`config.mk`:
```
export PLATFORM = sky130hd
export DESIGN_NAME = seg7_rx_monitor
export DESIGN_NICKNAME = d
export VERILOG_FILES = /design/src/rtl/seg7_rx_monitor.sv
export SDC_FILE = /design/constraint.sdc
export NUM_CORES = 1
export LEC_CHECK = 0
export ABC_AREA = 0
export CAP_MARGIN = 5
export CORE_MARGIN = 5
export CORE_UTILIZATION = 53
export DETAILED_ROUTE_END_ITERATION = 10
export MAX_ROUTING_LAYER = met4
export PLACE_DENSITY_LB_ADDON = 0.1
export SKIP_LAST_GASP = 1
export SYNTH_ARGS = -nofsm -noshare
export SYNTH_HDL_FRONTEND = slang
export SYNTH_SLANG_ARGS = --single-unit
```
`constraint.sdc`:
```
create_clock -name i_clk -period 6 [get_ports i_clk]
set_input_delay 1.2 -clock i_clk [delete_from_list [all_inputs] [get_ports i_clk]]
set_output_delay 1.2 -clock i_clk [all_outputs]
set_load 0.03 [all_outputs]
```
`src/rtl/seg7_rx_monitor.sv`:
```
// seg7_rx_monitor: receive-side monitor for the seven-segment display bus.
// Synchronises the segment lines, filters transient patterns, decodes stable
// patterns back to a hex digit and counts error events.
// Optional feature macro: SEG7_SEQ_CHECK_EN enables the +1 mod 16 sequence check.
module seg7_rx_monitor #(
  parameter int unsigned STABLE_CYCLES  = 4,
  parameter int unsigned SEG_ACTIVE_LOW = 0
) (
  input  logic       i_clk,
  input  logic       rst_n,
  input  logic       i_Seg_A,
  input  logic       i_Seg_B,
  input  logic       i_Seg_C,
  input  logic       i_Seg_D,
  input  logic       i_Seg_E,
  input  logic       i_Seg_F,
  input  logic       i_Seg_G,
  output logic [3:0] o_value,
  output logic       o_valid,
  output logic       o_blank,
  output logic       o_invalid,
  output logic       o_seq_err,
  output logic [7:0] o_err_count
);

  localparam int unsigned SEG_W = 7;
  localparam int unsigned CNT_W = 8;
  localparam logic [SEG_W-1:0] UNLIT  = (SEG_ACTIVE_LOW != 0) ? 7'h7F : 7'h00;
  localparam logic [CNT_W-1:0] STABLE = CNT_W'(STABLE_CYCLES);

  logic [SEG_W-1:0] seg_raw_c;
  logic [SEG_W-1:0] sync1;
  logic [SEG_W-1:0] sync2;
  logic [SEG_W-1:0] seg_norm_c;
  logic [SEG_W-1:0] cand;
  logic [CNT_W-1:0] cnt;
  logic [SEG_W-1:0] last_pat;
  logic             accept_c;
  logic             dec_ok_c;
  logic [3:0]       dec_digit_c;
  logic             is_blank_c;

  assign seg_raw_c  = {i_Seg_A, i_Seg_B, i_Seg_C, i_Seg_D, i_Seg_E, i_Seg_F, i_Seg_G};
  // XOR with the unlit level turns active-low pins into active-high data
  assign seg_norm_c = sync2 ^ UNLIT;

  // Two-flop synchroniser, reset to the unlit pin level
  always_ff @(posedge i_clk or negedge rst_n) begin
    if (!rst_n) begin
      sync1 <= UNLIT;
      sync2 <= UNLIT;
    end else begin
      sync1 <= seg_raw_c;
      sync2 <= sync1;
    end
  end

  // Stability filter: candidate pattern and saturating hold counter
  always_ff @(posedge i_clk or negedge rst_n) begin
    if (!rst_n) begin
      cand <= '0;
      cnt  <= '0;
    end else if (seg_norm_c != cand) begin
      cand <= seg_norm_c;
      cnt  <= '0;
    end else if (cnt != STABLE) begin
      cnt <= cnt + CNT_W'(1);
    end
  end

  // Accept once per appearance, on the counter's final step
  assign accept_c = (seg_norm_c == cand) && (cnt == STABLE - CNT_W'(1)) && (cand != last_pat);
  assign is_blank_c = (cand == '0);

  // Pattern-to-digit decode of the candidate
  always_comb begin
    dec_ok_c    = 1'b1;
    dec_digit_c = 4'h0;
    case (cand)
      7'h7E: dec_digit_c = 4'h0;
      7'h30: dec_digit_c = 4'h1;
      7'h6D: dec_digit_c = 4'h2;
      7'h79: dec_digit_c = 4'h3;
      7'h33: dec_digit_c = 4'h4;
      7'h5B: dec_digit_c = 4'h5;
      7'h5F: dec_digit_c = 4'h6;
      7'h70: dec_digit_c = 4'h7;
      7'h7F: dec_digit_c = 4'h8;
      7'h7B: dec_digit_c = 4'h9;
      7'h77: dec_digit_c = 4'hA;
      7'h1F: dec_digit_c = 4'hB;
      7'h4E: dec_digit_c = 4'hC;
      7'h3D: dec_digit_c = 4'hD;
      7'h4F: dec_digit_c = 4'hE;
      7'h47: dec_digit_c = 4'hF;
      default: dec_ok_c = 1'b0;
    endcase
  end

  function automatic logic [7:0] sat_inc(input logic [7:0] v);
    return (v == 8'hFF) ? v : v + 8'd1;
  endfunction

`ifdef SEG7_SEQ_CHECK_EN
  typedef enum logic {S_WAIT_FIRST = 1'b0, S_TRACK = 1'b1} state_t;
  state_t state;

  // Acceptance handling with first-value / sequence tracking FSM
  always_ff @(posedge i_clk or negedge rst_n) begin
    if (!rst_n) begin
      state       <= S_WAIT_FIRST;
      last_pat    <= '0;
      o_value     <= 4'h0;
      o_valid     <= 1'b0;
      o_blank     <= 1'b1;
      o_invalid   <= 1'b0;
      o_seq_err   <= 1'b0;
      o_err_count <= 8'h00;
    end else begin
      o_valid   <= 1'b0;
      o_invalid <= 1'b0;
      o_seq_err <= 1'b0;
      if (accept_c) begin
        last_pat <= cand;
        if (dec_ok_c) begin
          o_value <= dec_digit_c;
          o_valid <= 1'b1;
          o_blank <= 1'b0;
          if ((state == S_TRACK) && (dec_digit_c != o_value + 4'd1)) begin
            o_seq_err   <= 1'b1;
            o_err_count <= sat_inc(o_err_count);
          end
          state <= S_TRACK;
        end else if (is_blank_c) begin
          o_blank <= 1'b1;
          state   <= S_WAIT_FIRST;
        end else begin
          o_invalid   <= 1'b1;
          o_err_count <= sat_inc(o_err_count);
          state       <= S_WAIT_FIRST;
        end
      end
    end
  end
`else
  assign o_seq_err = 1'b0;

  // Acceptance handling without sequence tracking
  always_ff @(posedge i_clk or negedge rst_n) begin
    if (!rst_n) begin
      last_pat    <= '0;
      o_value     <= 4'h0;
      o_valid     <= 1'b0;
      o_blank     <= 1'b1;
      o_invalid   <= 1'b0;
      o_err_count <= 8'h00;
    end else begin
      o_valid   <= 1'b0;
      o_invalid <= 1'b0;
      if (accept_c) begin
        last_pat <= cand;
        if (dec_ok_c) begin
          o_value <= dec_digit_c;
          o_valid <= 1'b1;
          o_blank <= 1'b0;
        end else if (is_blank_c) begin
          o_blank <= 1'b1;
        end else begin
          o_invalid   <= 1'b1;
          o_err_count <= sat_inc(o_err_count);
        end
      end
    end
  end
`endif

endmodule
```
==> impl_metrics.json, run 1 <==
{
  "via_per_inst": 5.69,
  "setup_viol": 0,
  "status": "finished clean",
  "worstSetupStartpointType": "flop",
  "clk_latency_ns": 0.30,
  "ios": 25,
  "slew_headroom": 0.267,
  "finalInstanceArea_sq_um": 2800,
  "power.total_uw": 632,
  "postCtsResizedCells": 0,
  "ctsHoldBuffers": 0,
  "fin_crit_sh": 0.456,
  "synth_top_area_frac": 0.499,
  "power_density_nw_per_um2": 226,
  "maxSlewViolCount": 0,
  "async_flop_share": 1.00,
  "synth_warnings": 0,
  "rsz0062_at_grt": "false",
  "syn_inst": 219,
  "vias": 1616,
  "grt_usage": 0.156,
  "hold_viol": 0,
  "die_area_sq_um": 6210,
  "fin_tns_setup_ns": 0,
  "wire_per_inst_microns": 15.1,
  "path_max_fanout": 20,
  "synth.avg_cell_area_sq_um": 11.4,
  "clk_pin_slew_ns": 0.09,
  "worst_slew_pin_slew_ns": 1.10,
  "core_area_sq_um": 4660,
  "synth_edf_count": 0,
  "critPathRequiredTime_ns": 6.18,
  "clock_path_buffers": 2,
  "antenna_found_initial": 0,
  "num_antenna_cells": 0,
  "drc": 0,
  "dieHeight_microns": 78.8,
  "grt_pass1_wl_mm": 7.45,
  "grt_max_degree": 52,
  "fin_ws_ns": 3.27,
  "cp.arrival_ns": 2.92,
  "detail-route-antenna-nets": 0,
  "max_freq_mhz": 366,
  "first_pass_iters": 4,
  "leakagePower_uw": 0.00120,
  "initial_core_util": 0.538,
  "drt_iter0_markers": 136,
  "routed_wl_mm": 4.29,
  "routabilityCongestion": 0.779,
  "endpoint_kind": "flop",
  "layout_min_cycle_time_ns": 2.73,
  "final_common_cell": "dfrtp_1",
  "drv_cap": 0,
  "fin_nets": 241,
  "fill_cells": 397,
  "numCtsBuffers": 5,
  "finalClockSkew_ns": 0.00984,
  "synth_nets": 231,
  "yosys.cell_types.count": 58,
  "crit_type": "reg -> reg",
  "synth_area_leaders": "dfrtp_1 50%, xor2_1 6.3%, mux2_2 5.4%",
  "syn_area_sq_um": 2510,
  "cts_tree": "built",
  "grt_pass1_vias": 1627,
  "grt_overflow_total": 0,
  "area_growth_pct": 11.7,
  "hold_path_class": "reg -> reg",
  "die_x_microns": 78.8,
  "dp_hpwl_mm": 3.06,
  "pre_cts_ws_ns": 3.31,
  "synth-seq-cells": 51,
  "cts_setup_buffers": 0,
  "clock-sinks": 51,
  "place_area_sq_um": 2690,
  "synth-seq-area-share": 0.509,
  "ys.flop_type": "dfrtp_1",
  "most-common-layout-cells": "50 x dfrtp_1, 22 x clkdlybuf4s50_1, 18 x xor2_1, 14 x nand2_1, 12 x mux2_2",
  "port_buffers": 23,
  "drive_above_1_share": 0.161,
  "synth.largest_area_cell": "dfrtp_1",
  "htreeDepth": 2,
  "std_cell_rows": 25,
  "post-route-util": 0.601,
  "ir_worst_vdd_mv": 0.145,
  "cts_root_buffer": "clkbuf_8"
}
-- cell usage after synthesis (3+ instances only) --
library cell	count
dfrtp_1	50
xor2_1	18
nand2_1	14
clkbuf_1	13
mux2_2	12
nor2_1	10
xnor2_1	8
nand3_1	7
inv_1	5
a21oi_1	4
and3_1	4
buf_6	4
nand2b_1	4
nor4_1	4
o21ai_0	4
ha_1	3
nand4_1	3
nor3_1	3
o211ai_1	3
-- stage by stage --
stage | std cells | hold WS [ns]
6_report | 284 | 0.355
5_1_grt | 284 | 0.363
4_1_cts | 284 | 0.357
3_5_place_dp | 276 | 0.335
3_3_place_gp | 276 | 0.331
2_1_floorplan | 219 | 0.331
-- logic make-up after synthesis --
group,after synthesis,share of synthesized area
and+or+nand+nor,75,0.201
DFF,51,0.509
xor gates and xnor gates,26,0.0908
buffers and inverters,25,0.0514
AOI/OAI and AO/OA,24,0.0669
muxes,14,0.0644
adders and majority gates,3,0.0150
other,1,0.00150
-- critical path: stages (launching register included) --
cell and delay, ns:
dfrtp_1 0.73, or3b_2 0.48, a2111oi_0 0.42, a41oi_1 0.13, nand4_2 0.26, and2b_2 0.25, mux2_2 0.34
-- state kept, by name, indices dropped and copies added (netlist names) --
signal       count
o_value          4
cnt              8
seg_norm_c       7
o_valid          1
o_blank          1
sync1            7
cand             7
last_pat         7
o_err_count      8
o_invalid        1
-- layout make-up --
cell class                      count  area (sq um)  share of cell area
Tap cell                           54          67.6              0.0241
Clock inverter                      2          38.8              0.0138
Multi-Input combinational cell    143          1100               0.393
Inverter                            5          18.8             0.00670
Sequential cell                    51          1280               0.456
Timing Repair Buffer               23           225              0.0804
Clock buffer                        6          72.6              0.0259
-- report_power, final --
part	leakage (uW)	switching [uW]	internal, uW	total, uW
clock	0.0000558	110	126	236
combinational	0.000487	18.0	15.0	32.9
sequential	0.000660	13.0	350	364
-- metal layers --
| metal | up-vias | share of wire | GRT usage |
|---|---|---|---|
| met5 | - | 0 | - |
| met4 | 0 | 0.016 | 0.0490 |
| met3 | 8 | 0.038 | 0.0397 |
| met2 | 32 | 0.46 | 0.228 |
| met1 | 795 | 0.48 | 0.214 |
| li1 | 781 | - | - |
-- final timing paths --
kind	start	end	slack, ns	cells past startpoint
worst max-delay path	cand[6]	o_value[0]	3.27	6
worst min-delay path	sync1[2]	seg_norm_c[2]	0.36	0
worst max register to register	cand[6]	o_value[0]	3.27	6
worst min register to register	sync1[2]	seg_norm_c[2]	0.36	0
max in group asynchronous	rst_n	o_value[1]	4.21	1
min in group asynchronous	rst_n	last_pat[3]	1.09	1
Power figures use the tool's default switching activity.
==> run 2, diff against run 1 <==
==> constraint.sdc (replaced) <==
create_clock -name i_clk -period 2.8 [get_ports i_clk]
set_input_delay 0.56 -clock i_clk [delete_from_list [all_inputs] [get_ports i_clk]]
set_output_delay 0.56 -clock i_clk [all_outputs]
set_load 0.03 [all_outputs]
==> run 2 against run 1 <==
  * Sequential power is 110% higher
  * Critical path depth unchanged
  * Combinational power grew to 2.9 times the previous value
  * Final cell count rose by 3.9%
  * First-iteration DRC count is 0.74% lower
  * Core utilization increased by 2.2 points
  * Setup slack got worse by 3.0 ns
  * Via count increased by 3.5%
  * Clock-buffer cell count unchanged
==> impl_metrics.json, run 2 (synthesis gave the netlist of run 1 again) <==
{
  "status": "finished clean",
  "slowest_stage": "dfrtp_1",
  "ios": 25,
  "wire_per_inst_microns": 15.4,
  "cts_setup_buffers": 0,
  "setup_viol": 0,
  "area_growth_pct": 15.9,
  "cts_tree": "built",
  "drc": 0,
  "vias": 1673,
  "core_area_sq_um": 4660,
  "clock_path_buffers": 2,
  "routabilityCongestion": 0.835,
  "top_layer": "met4",
  "std_cell_rows": 25,
  "grt_pass1_vias": 1659,
  "met3_length_microns": 179,
  "fin_tns_setup_ns": 0,
  "fill_cells": 364,
  "met1_length_mm": 2.00,
  "dp.cells": 287,
  "crit_chain": "or3b_2 -> a2111oi_0 -> a41oi_1 -> nand4_2 -> and2b_2 -> mux2_2",
  "via_per_inst": 5.67,
  "dp_hpwl_mm": 3.48,
  "route.met2.wl_mm": 2.31,
  "finalClockSkew_ns": 0.00551,
  "cts_root_buffer": "clkbuf_8",
  "routed_wl_mm": 4.54,
  "numCtsBuffers": 5,
  "clk_latency_ns": 0.29,
  "most-common-layout-cells": "50 x dfrtp_1, 22 x clkdlybuf4s50_1, 18 x xor2_1, 14 x nand2_1, 12 x mux2_2",
  "critPathMaxStageDelay_ns": 0.52,
  "leakagePower_uw": 0.00127,
  "power_density_nw_per_um2": 494,
  "final_common_cell": "dfrtp_1",
  "worstSetupStartpointType": "flop",
  "drv_cap": 0,
  "antenna_found_initial": 0,
  "endpoint_kind": "flop",
  "clk_pin_slew_ns": 0.09,
  "slew_headroom": 0.596,
  "grt_max_degree": 28,
  "max_freq_mhz": 388,
  "multi_input_area_sq_um": 1100,
  "grt_usage": 0.162,
  "htreeDepth": 2,
  "die_x_microns": 78.8,
  "seq_area_sq_um": 1280,
  "dieHeight_microns": 78.8,
  "layout_min_cycle_time_ns": 2.58,
  "place_area_sq_um": 2770,
  "crit_type": "reg -> reg",
  "ir_worst_vdd_mv": 0.333,
  "hold_path_class": "in -> async",
  "drive_above_1_share": 0.199,
  "path_max_fanout": 13,
  "die_area_sq_um": 6210,
  "cp.arrival_ns": 2.76,
  "hold_viol": 0,
  "critPathRequiredTime_ns": 2.98,
  "ctsHoldBuffers": 0,
  "detail-route-antenna-nets": 0,
  "worst_slew_pin_slew_ns": 0.606,
  "grt_pass1_wl_mm": 7.78,
  "first_pass_iters": 4,
  "port_buffers": 23,
  "initial_core_util": 0.538,
  "postCtsResizedCells": 0,
  "whs_ns": 0.271,
  "fin_crit_sh": 0.921,
  "num_antenna_cells": 0,
  "drt_iter0_markers": 135,
  "fin_nets": 252,
  "maxSlewViolCount": 0,
  "rsz0062_at_grt": "false",
  "grt_overflow_total": 0,
  "layout.cells.non_filler": 295,
  "finalInstanceArea_sq_um": 2910,
  "clock-sinks": 51,
  "top_regs": "cnt: 8 flops, o_err_count: 8 flops"
}
==> run 2: cell type report <==
class | instances | share of cell area
clock buffers | 6 | 0.0250
clock inverters | 2 | 0.0207
inverters | 5 | 0.00646
multi-input cells | 143 | 0.379
flip-flops and latches | 51 | 0.440
well taps | 54 | 0.0233
repair buffers | 34 | 0.106
==> run 2: report_power, final <==
group,switching (uW),internal [uW]
Clock,216,357
Combinational,55.5,40.8
Sequential,14.3,751
==> run 2: through the flow <==
stage               setup WS (ns)  total power, uW   util
floorplan                   0.374              839      -
global placement            0.368              873  0.595
detailed placement          0.257              878  0.595
CTS                         0.221             1460  0.623
global route                0.100             1500  0.623
finish                      0.222             1440  0.623
==> run 2: metal layers <==
metal,vias to the layer above,global-route usage
met2,43,0.259
met1,818,0.205
met3,4,0.0385
met5,-,-
met4,0,0.0542
li1,808,-
==> run 2: worst max-delay path: cells and delay by family, from the launching register on <==
kind               cells  cell delay, ns
and+or+nand+nor        3            1.00
DFF                    1            0.52
AOI/OAI and AO/OA      2            0.61
muxes                  1            0.35
==> run 2: path summary, 6_finish.rpt <==
check	start	end	slack (ns)	cells past startpoint
max in group asynchronous	rst_n	o_blank	1.88	2
setup reg to reg	cand[1]	o_value[3]	0.22	6
setup / recovery	cand[1]	o_value[3]	0.22	6
hold reg to reg	sync1[1]	seg_norm_c[1]	0.35	0
hold / removal	rst_n	last_pat[3]	0.27	1
min in group i_clk	sync1[1]	seg_norm_c[1]	0.35	0
